<file path="src/rtl/coin_walk_counter.sv">
// coin_walk_counter: registered position stepping by STEP_A/STEP_B (coin ^ parity), with
// wrap/saturate modes, IDLE/RUN/SAT FSM and streak detector. Define COINTOSS_HIST_EN for hist.
module coin_walk_counter #(
  parameter int WIDTH      = 3,
  parameter int STEP_A     = 1,
  parameter int STEP_B     = 2,
  parameter int STREAK_W   = 4,
  parameter int STREAK_MAX = 3,
  parameter int HIST_DEPTH = 8
) (
  input  logic                clk,
  input  logic                rst_n,
  input  logic                en,
  input  logic                toss,
  input  logic                mode,
  input  logic                clr,
  input  logic                load,
  input  logic [WIDTH-1:0]    load_val,
  output logic [WIDTH-1:0]    out,
  output logic                wrapped,
  output logic                sat,
  output logic [STREAK_W-1:0] streak,
  output logic                streak_hit
`ifdef COINTOSS_HIST_EN
  ,
  output logic [HIST_DEPTH-1:0] hist
`endif
);

  typedef enum logic [1:0] {
    ST_IDLE = 2'd0,
    ST_RUN  = 2'd1,
    ST_SAT  = 2'd2
  } state_e;

  localparam logic [WIDTH-1:0]    POS_MAX    = {WIDTH{1'b1}};
  localparam logic [WIDTH:0]      STEP_A_X   = (WIDTH+1)'(STEP_A);
  localparam logic [WIDTH:0]      STEP_B_X   = (WIDTH+1)'(STEP_B);
  localparam logic [STREAK_W-1:0] STREAK_TOP = {STREAK_W{1'b1}};
  localparam logic [STREAK_W-1:0] STREAK_HIT = STREAK_W'(STREAK_MAX);

  state_e              state_q, state_d;
  logic [WIDTH-1:0]    out_q, out_d;
  logic                wrapped_q, wrapped_d;
  logic [STREAK_W-1:0] streak_q, streak_d;
  logic                streak_hit_q, streak_hit_d;
  logic                last_toss_q, last_toss_d;

  logic                sel;
  logic [WIDTH:0]      sum;
  logic                carry;
  logic                step_taken;
  logic                streak_grew;

  // Step selection uses the registered position, so parity is that of the current out.
  assign sel   = toss ^ out_q[0];
  assign sum   = {1'b0, out_q} + (sel ? STEP_A_X : STEP_B_X);
  assign carry = sum[WIDTH];

  always_comb begin
    // NOTE: every variable gets a default first so no path can infer a latch.
    state_d      = state_q;
    out_d        = out_q;
    wrapped_d    = 1'b0;
    step_taken   = 1'b0;

    if (clr) begin
      state_d = ST_IDLE;
      out_d   = '0;
    end else if (load) begin
      state_d = ST_RUN;
      out_d   = load_val;
    end else if (en && state_q != ST_SAT) begin
      step_taken = 1'b1;
      if (carry && mode) begin
        state_d = ST_SAT;
        out_d   = POS_MAX;
      end else begin
        state_d   = ST_RUN;
        out_d     = sum[WIDTH-1:0];
        wrapped_d = carry;
      end
    end
  end

  // Streak only moves on applied steps; a held count at the top does not re-fire the hit.
  always_comb begin
    streak_d     = streak_q;
    last_toss_d  = last_toss_q;
    streak_hit_d = 1'b0;
    streak_grew  = 1'b0;

    if (clr) begin
      streak_d = '0;
    end else if (step_taken) begin
      last_toss_d = toss;
      if (streak_q == '0 || toss != last_toss_q) begin
        streak_d    = STREAK_W'(1);
        streak_grew = 1'b1;
      end else if (streak_q != STREAK_TOP) begin
        streak_d    = streak_q + 1'b1;
        streak_grew = 1'b1;
      end
      streak_hit_d = streak_grew && (streak_d == STREAK_HIT);
    end
  end

  always_ff @(posedge clk or negedge rst_n) begin
    if (!rst_n) begin
      state_q      <= ST_IDLE;
      out_q        <= '0;
      wrapped_q    <= 1'b0;
      streak_q     <= '0;
      streak_hit_q <= 1'b0;
      last_toss_q  <= 1'b0;
    end else begin
      // NOTE: non-blocking assignments keep all registers updating from pre-edge values.
      state_q      <= state_d;
      out_q        <= out_d;
      wrapped_q    <= wrapped_d;
      streak_q     <= streak_d;
      streak_hit_q <= streak_hit_d;
      last_toss_q  <= last_toss_d;
    end
  end

  assign out        = out_q;
  assign wrapped    = wrapped_q;
  assign sat        = (state_q == ST_SAT);
  assign streak     = streak_q;
  assign streak_hit = streak_hit_q;

`ifdef COINTOSS_HIST_EN
  logic [HIST_DEPTH-1:0] hist_q, hist_d;

  always_comb begin
    hist_d = hist_q;
    if (clr) begin
      hist_d = '0;
    end else if (step_taken) begin
      hist_d = (hist_q << 1) | HIST_DEPTH'(toss);
    end
  end

  always_ff @(posedge clk or negedge rst_n) begin
    if (!rst_n) begin
      hist_q <= '0;
    end else begin
      hist_q <= hist_d;
    end
  end

  assign hist = hist_q;
`endif

endmodule
</file>
<file path="config.mk">
export PLATFORM = sky130hd
export DESIGN_NAME = coin_walk_counter
export DESIGN_NICKNAME = d
export VERILOG_FILES = /design/src/rtl/coin_walk_counter.sv
export SDC_FILE = /design/constraint.sdc
export NUM_CORES = 1
export LEC_CHECK = 0
export BUFFER_PORTS_ARGS = -buffer_cell sky130_fd_sc_hd__buf_4
export CORE_MARGIN = 2
export CORE_UTILIZATION = 40
export CTS_CLUSTER_SIZE = 40
export DETAILED_ROUTE_END_ITERATION = 7
export GPL_ROUTABILITY_DRIVEN = 0
export HOLD_SLACK_MARGIN = 0.06
export PLACE_DENSITY = 0.66
export SYNTH_ARGS = -nofsm -noshare
export SYNTH_HDL_FRONTEND = slang
export SYNTH_SLANG_ARGS = --single-unit
export TNS_END_PERCENT = 1
</file>
<file path="constraint.sdc">
create_clock -name clk -period 2.3 [get_ports clk]
set_clock_uncertainty 0.15 [all_clocks]
set_input_delay 0.46 -clock clk [delete_from_list [all_inputs] [get_ports clk]]
set_output_delay 0.46 -clock clk [all_outputs]
set_load 0.01 [all_outputs]
</file>
==> run_results.csv <==
group,metric,value,unit
logic_synthesis,post-synth-top-area-cell,"dfrtp_1",
final_layout,synthToLayoutAreaGrowth,26.9,%
final_layout,final-seq-area,300,sq um
setup_path,critPathMaxFanout,5,
final_layout,final_layout_size_suffix_gt1_share,25.5,%
sta,hold-worst-slack,0.207,ns
floorplan,dieWidth,48.7,um
setup_path,worst_case_reg_to_reg_path_depth,6,
floorplan,rows,16,
setup_path,critical_path_required,2.30,ns
sta,setup_viol,0,
global_routing,groute.usage.overall,16.6,%
power,total_switching_power,147,uW
routing,drt_first_iter_violations,8,
routing,routed_via_density,5.37,
cts,cts.repair_timing.setup_buffer_count,0,
global_routing,grt.overflow.total,0,
logic_synthesis,yosysSeqAreaShare,37.5,%
sta,finalMaxSlewViolations,0,
sta,achievable-frequency,0.468,GHz
cts,clkSinkCount,12,
setup_path,setup.worst_path.start_class,"flop",
logic_synthesis,yosys_cell_types,34,
floorplan,dieArea,2380,sq um
cts,clock_pin_transition_on_the_worst_setup_and_hold_timing_paths,0.08,ns
setup_path,arrival,2.13,ns
floorplan,floorplan.die.height,48.7,um
sta,post-route-period-util,93.0,%
flow_run,cap_viol_max_count,0,
power,power.share.combinational,22.5,%
cts,clock_latency_on_the_worst_skew_pair,0.27,ns
routing,postRouteWirelength,1800,um
final_layout,antenna-diode-count,0,
logic_synthesis,syn-mean-instance-area,9.10,sq um
global_routing,grt_max_degree,16,
sta,max_slew.worst_pin.slew,0.405,ns
floorplan,start_util,41.7,%
placement,detailed_place_hpwl,1360,um
min_path,hold_class,"in -> reg",
power,intPower,375,uW
floorplan,number_of_top_level_pins,20,
power,static-leakage-power,0.000472,uW
sta,rsz_0062_raised_after_global_routing,"false",
global_routing,antenna_found_initial,0,
floorplan,core_area,1920,sq um
final_layout,total_area_of_multi_input_combinational_cells,460,sq um
setup_path,timing.critical_path.to_type,"flop",
power,p_clk_share,32.6,%
setup_path,worstSetupPathType,"reg -> reg",
logic_synthesis,synthCells,88,
power,power.density_cell_area,513,nW/um^2
setup_path,regToRegSetupSlack,0.16,ns
routing,num_vias,736,
cts,cts_buffer_depth,2,
final_layout,layout.filler_cells,194,
setup_path,crit_path_end,"out[1]",
logic_synthesis,synth.yosys.warnings,0,
setup_path,worst_setup_path_startpoint,"out[0]",
cts,cts_tree,"built",
sta,max-slew-margin-rel,73.0,%
logic_synthesis,most_area_consuming_cells_after_synthesis,"dfrtp_1 38%, ha_1 6.3%, a21oi_1 5.0%",
global_routing,grt_pass1_vias,688,
final_layout,num-nets-final,126,
sta,post-route-worst-setup-slack,0.162,ns
routing,wire_per_inst,13.2,um
setup_path,r2r_end,"out[1]",
logic_synthesis,synth_area,801,sq um
power,vdd.ir_drop.worst,0.333,mV
routing,ant_nets,0,
routing,detail_route.first_pass.iterations,4,
logic_synthesis,post_synth_top_area_share,37.5,%
power,sw_ratio,28.2,%
cts,htree_num_levels,1,
placement,place.port_buffers,19,
status,outcome,"finished, final reports clean",
sta,final_hold_viol_count,0,
global_routing,global_route_wire_length_before_repair,3070,um
cts,ctsRootBufferMaster,"clkbuf_4",
logic_synthesis,synth.net_count,103,
power,sequential_power_share,44.9,%
cts,cts_inserted_buffers,3,
routing,detail_route.drc_violations,0,
setup_path,crit-reg2reg-launch,"out[0]",
sta,period_minus_slack,2.14,ns
logic_synthesis,ys_seq_elements,12,
placement,dpl_worst_slack,-0.0190,ns
==> critical path, cell delays in order (launching register included) <==
cell and delay (ns):
dfrtp_1 0.42, ha_1 0.33, ha_1 0.29, a21o_1 0.12
and3_1 0.24, nor4b_1 0.08, a2111oi_1 0.39
==> sequential cells by signal (all words and copies together), names as in the netlist <==
name,flops
streak,4
out,3
state_q,2
last_toss_q,1
streak_hit,1
wrapped,1
==> cells in the mapped netlist <==
library cell and number:
nor2_1 9, o21a_1 1, and3_1 2, nand4b_1 1, nor3b_1 2, a211o_2 1, o21ai_1 1, inv_1 7
nand3b_1 2, mux2i_1 1, o31ai_1 2, nand3_1 2, xnor2_1 1, ha_1 4, nor2b_1 1, o21ai_0 3
nand2_1 4, nand2b_4 1, a32o_1 1, a21o_1 1, nand4_1 1, nor3_1 4, fa_1 1, nor4_1 1
a21oi_1 8, a211oi_1 3, dfrtp_1 12, nand2b_1 3, mux2_2 1, nor3b_4 1, clkbuf_1 2, a2111oi_1 1
nor4b_1 2, inv_4 1
==> power groups by stage <==
stage	clock network (uW)	logic, uW	registers [uW]
floorplan	0	67.4	239
global placement	0	115	238
detailed placement	0	116	239
CTS	177	118	234
global route	186	130	237
finish	170	117	234
==> how the worst min path moves through the flow <==
| stage | to | cells past startpoint | from | slack [ns] |
|---|---|---|---|---|
| 6_report | wrapped | 2 | mode | 0.21 |
| 3_3_place_gp | out[0] | 1 | rst_n | 0.16 |
| 3_5_place_dp | out[0] | 1 | rst_n | 0.16 |
| 5_1_grt | wrapped | 2 | mode | 0.19 |
| 4_1_cts | wrapped | 2 | mode | 0.20 |
| 2_1_floorplan | last_toss_q | 0 | rst_n | 0.01 |
==> cells by family (layout without fill, tap and decap cells) <==
logic type | count (synthesis) | after routing | synth area share (%)
AO/OA/AOI/OAI | 22 | 22 | 17.8
flip-flops | 12 | 12 | 37.5
AND/OR/NAND/NOR | 36 | 36 | 27.2
multiplexers | 2 | 2 | 2.66
adder cells (fa/ha/maj) | 5 | 5 | 8.75
XOR/XNOR | 1 | 1 | 1.09
buffers and inverters | 10 | 32 | 5.00
==> cells in the final DEF, fill, tap and decap left out, types with 2 or more instances in the layout <==
cell type,instances
nand3_1,2
o31ai_1,2
nand2_1,4
a211oi_1,3
ha_1,4
buf_4,19
nor3b_1,2
clkbuf_4,3
nor4b_1,2
a21oi_1,8
and3_1,2
inv_1,7
nand2b_1,3
dfrtp_1,12
o21ai_0,3
nor2_1,9
nor3_1,4
nand3b_1,2
==> through the flow <==
stage | cells | util (%) | instance area, sq um | power (uW) | setup TNS, ns
3_5_place_dp | 132 | 50.5 | 970 | 355 | -0.0190
2_1_floorplan | 88 | - | 801 | 307 | 0
4_1_cts | 137 | 52.9 | 1020 | 529 | 0
6_report | 137 | 52.9 | 1020 | 521 | 0
3_3_place_gp | 132 | 50.5 | 970 | 353 | 0
5_1_grt | 137 | 52.9 | 1020 | 553 | 0
==> repair_timing <==
item | CTS | global route
gates resized for setup | 0 | 0
hold buffers | 1 | 0
hold endpoints to repair | 12 | 0
==> cell type report <==
| class | instances | area share, % |
|---|---|---|
| Multi-Input combinational cell | 66 | 45.3 |
| Sequential cell | 12 | 29.6 |
| Timing Repair Buffer | 20 | 15.0 |
| Clock buffer | 4 | 3.57 |
| Tap cell | 27 | 3.33 |
| Inverter | 8 | 3.20 |
==> layer usage <==
layer	track usage, %	up-vias	share of wire, %
li1	-	361	-
met1	19.6	352	47
met2	28.5	19	47
met3	3.09	4	5.2
met4	8.57	0	1.5
met5	0	-	0
Power figures use the tool's default switching activity.
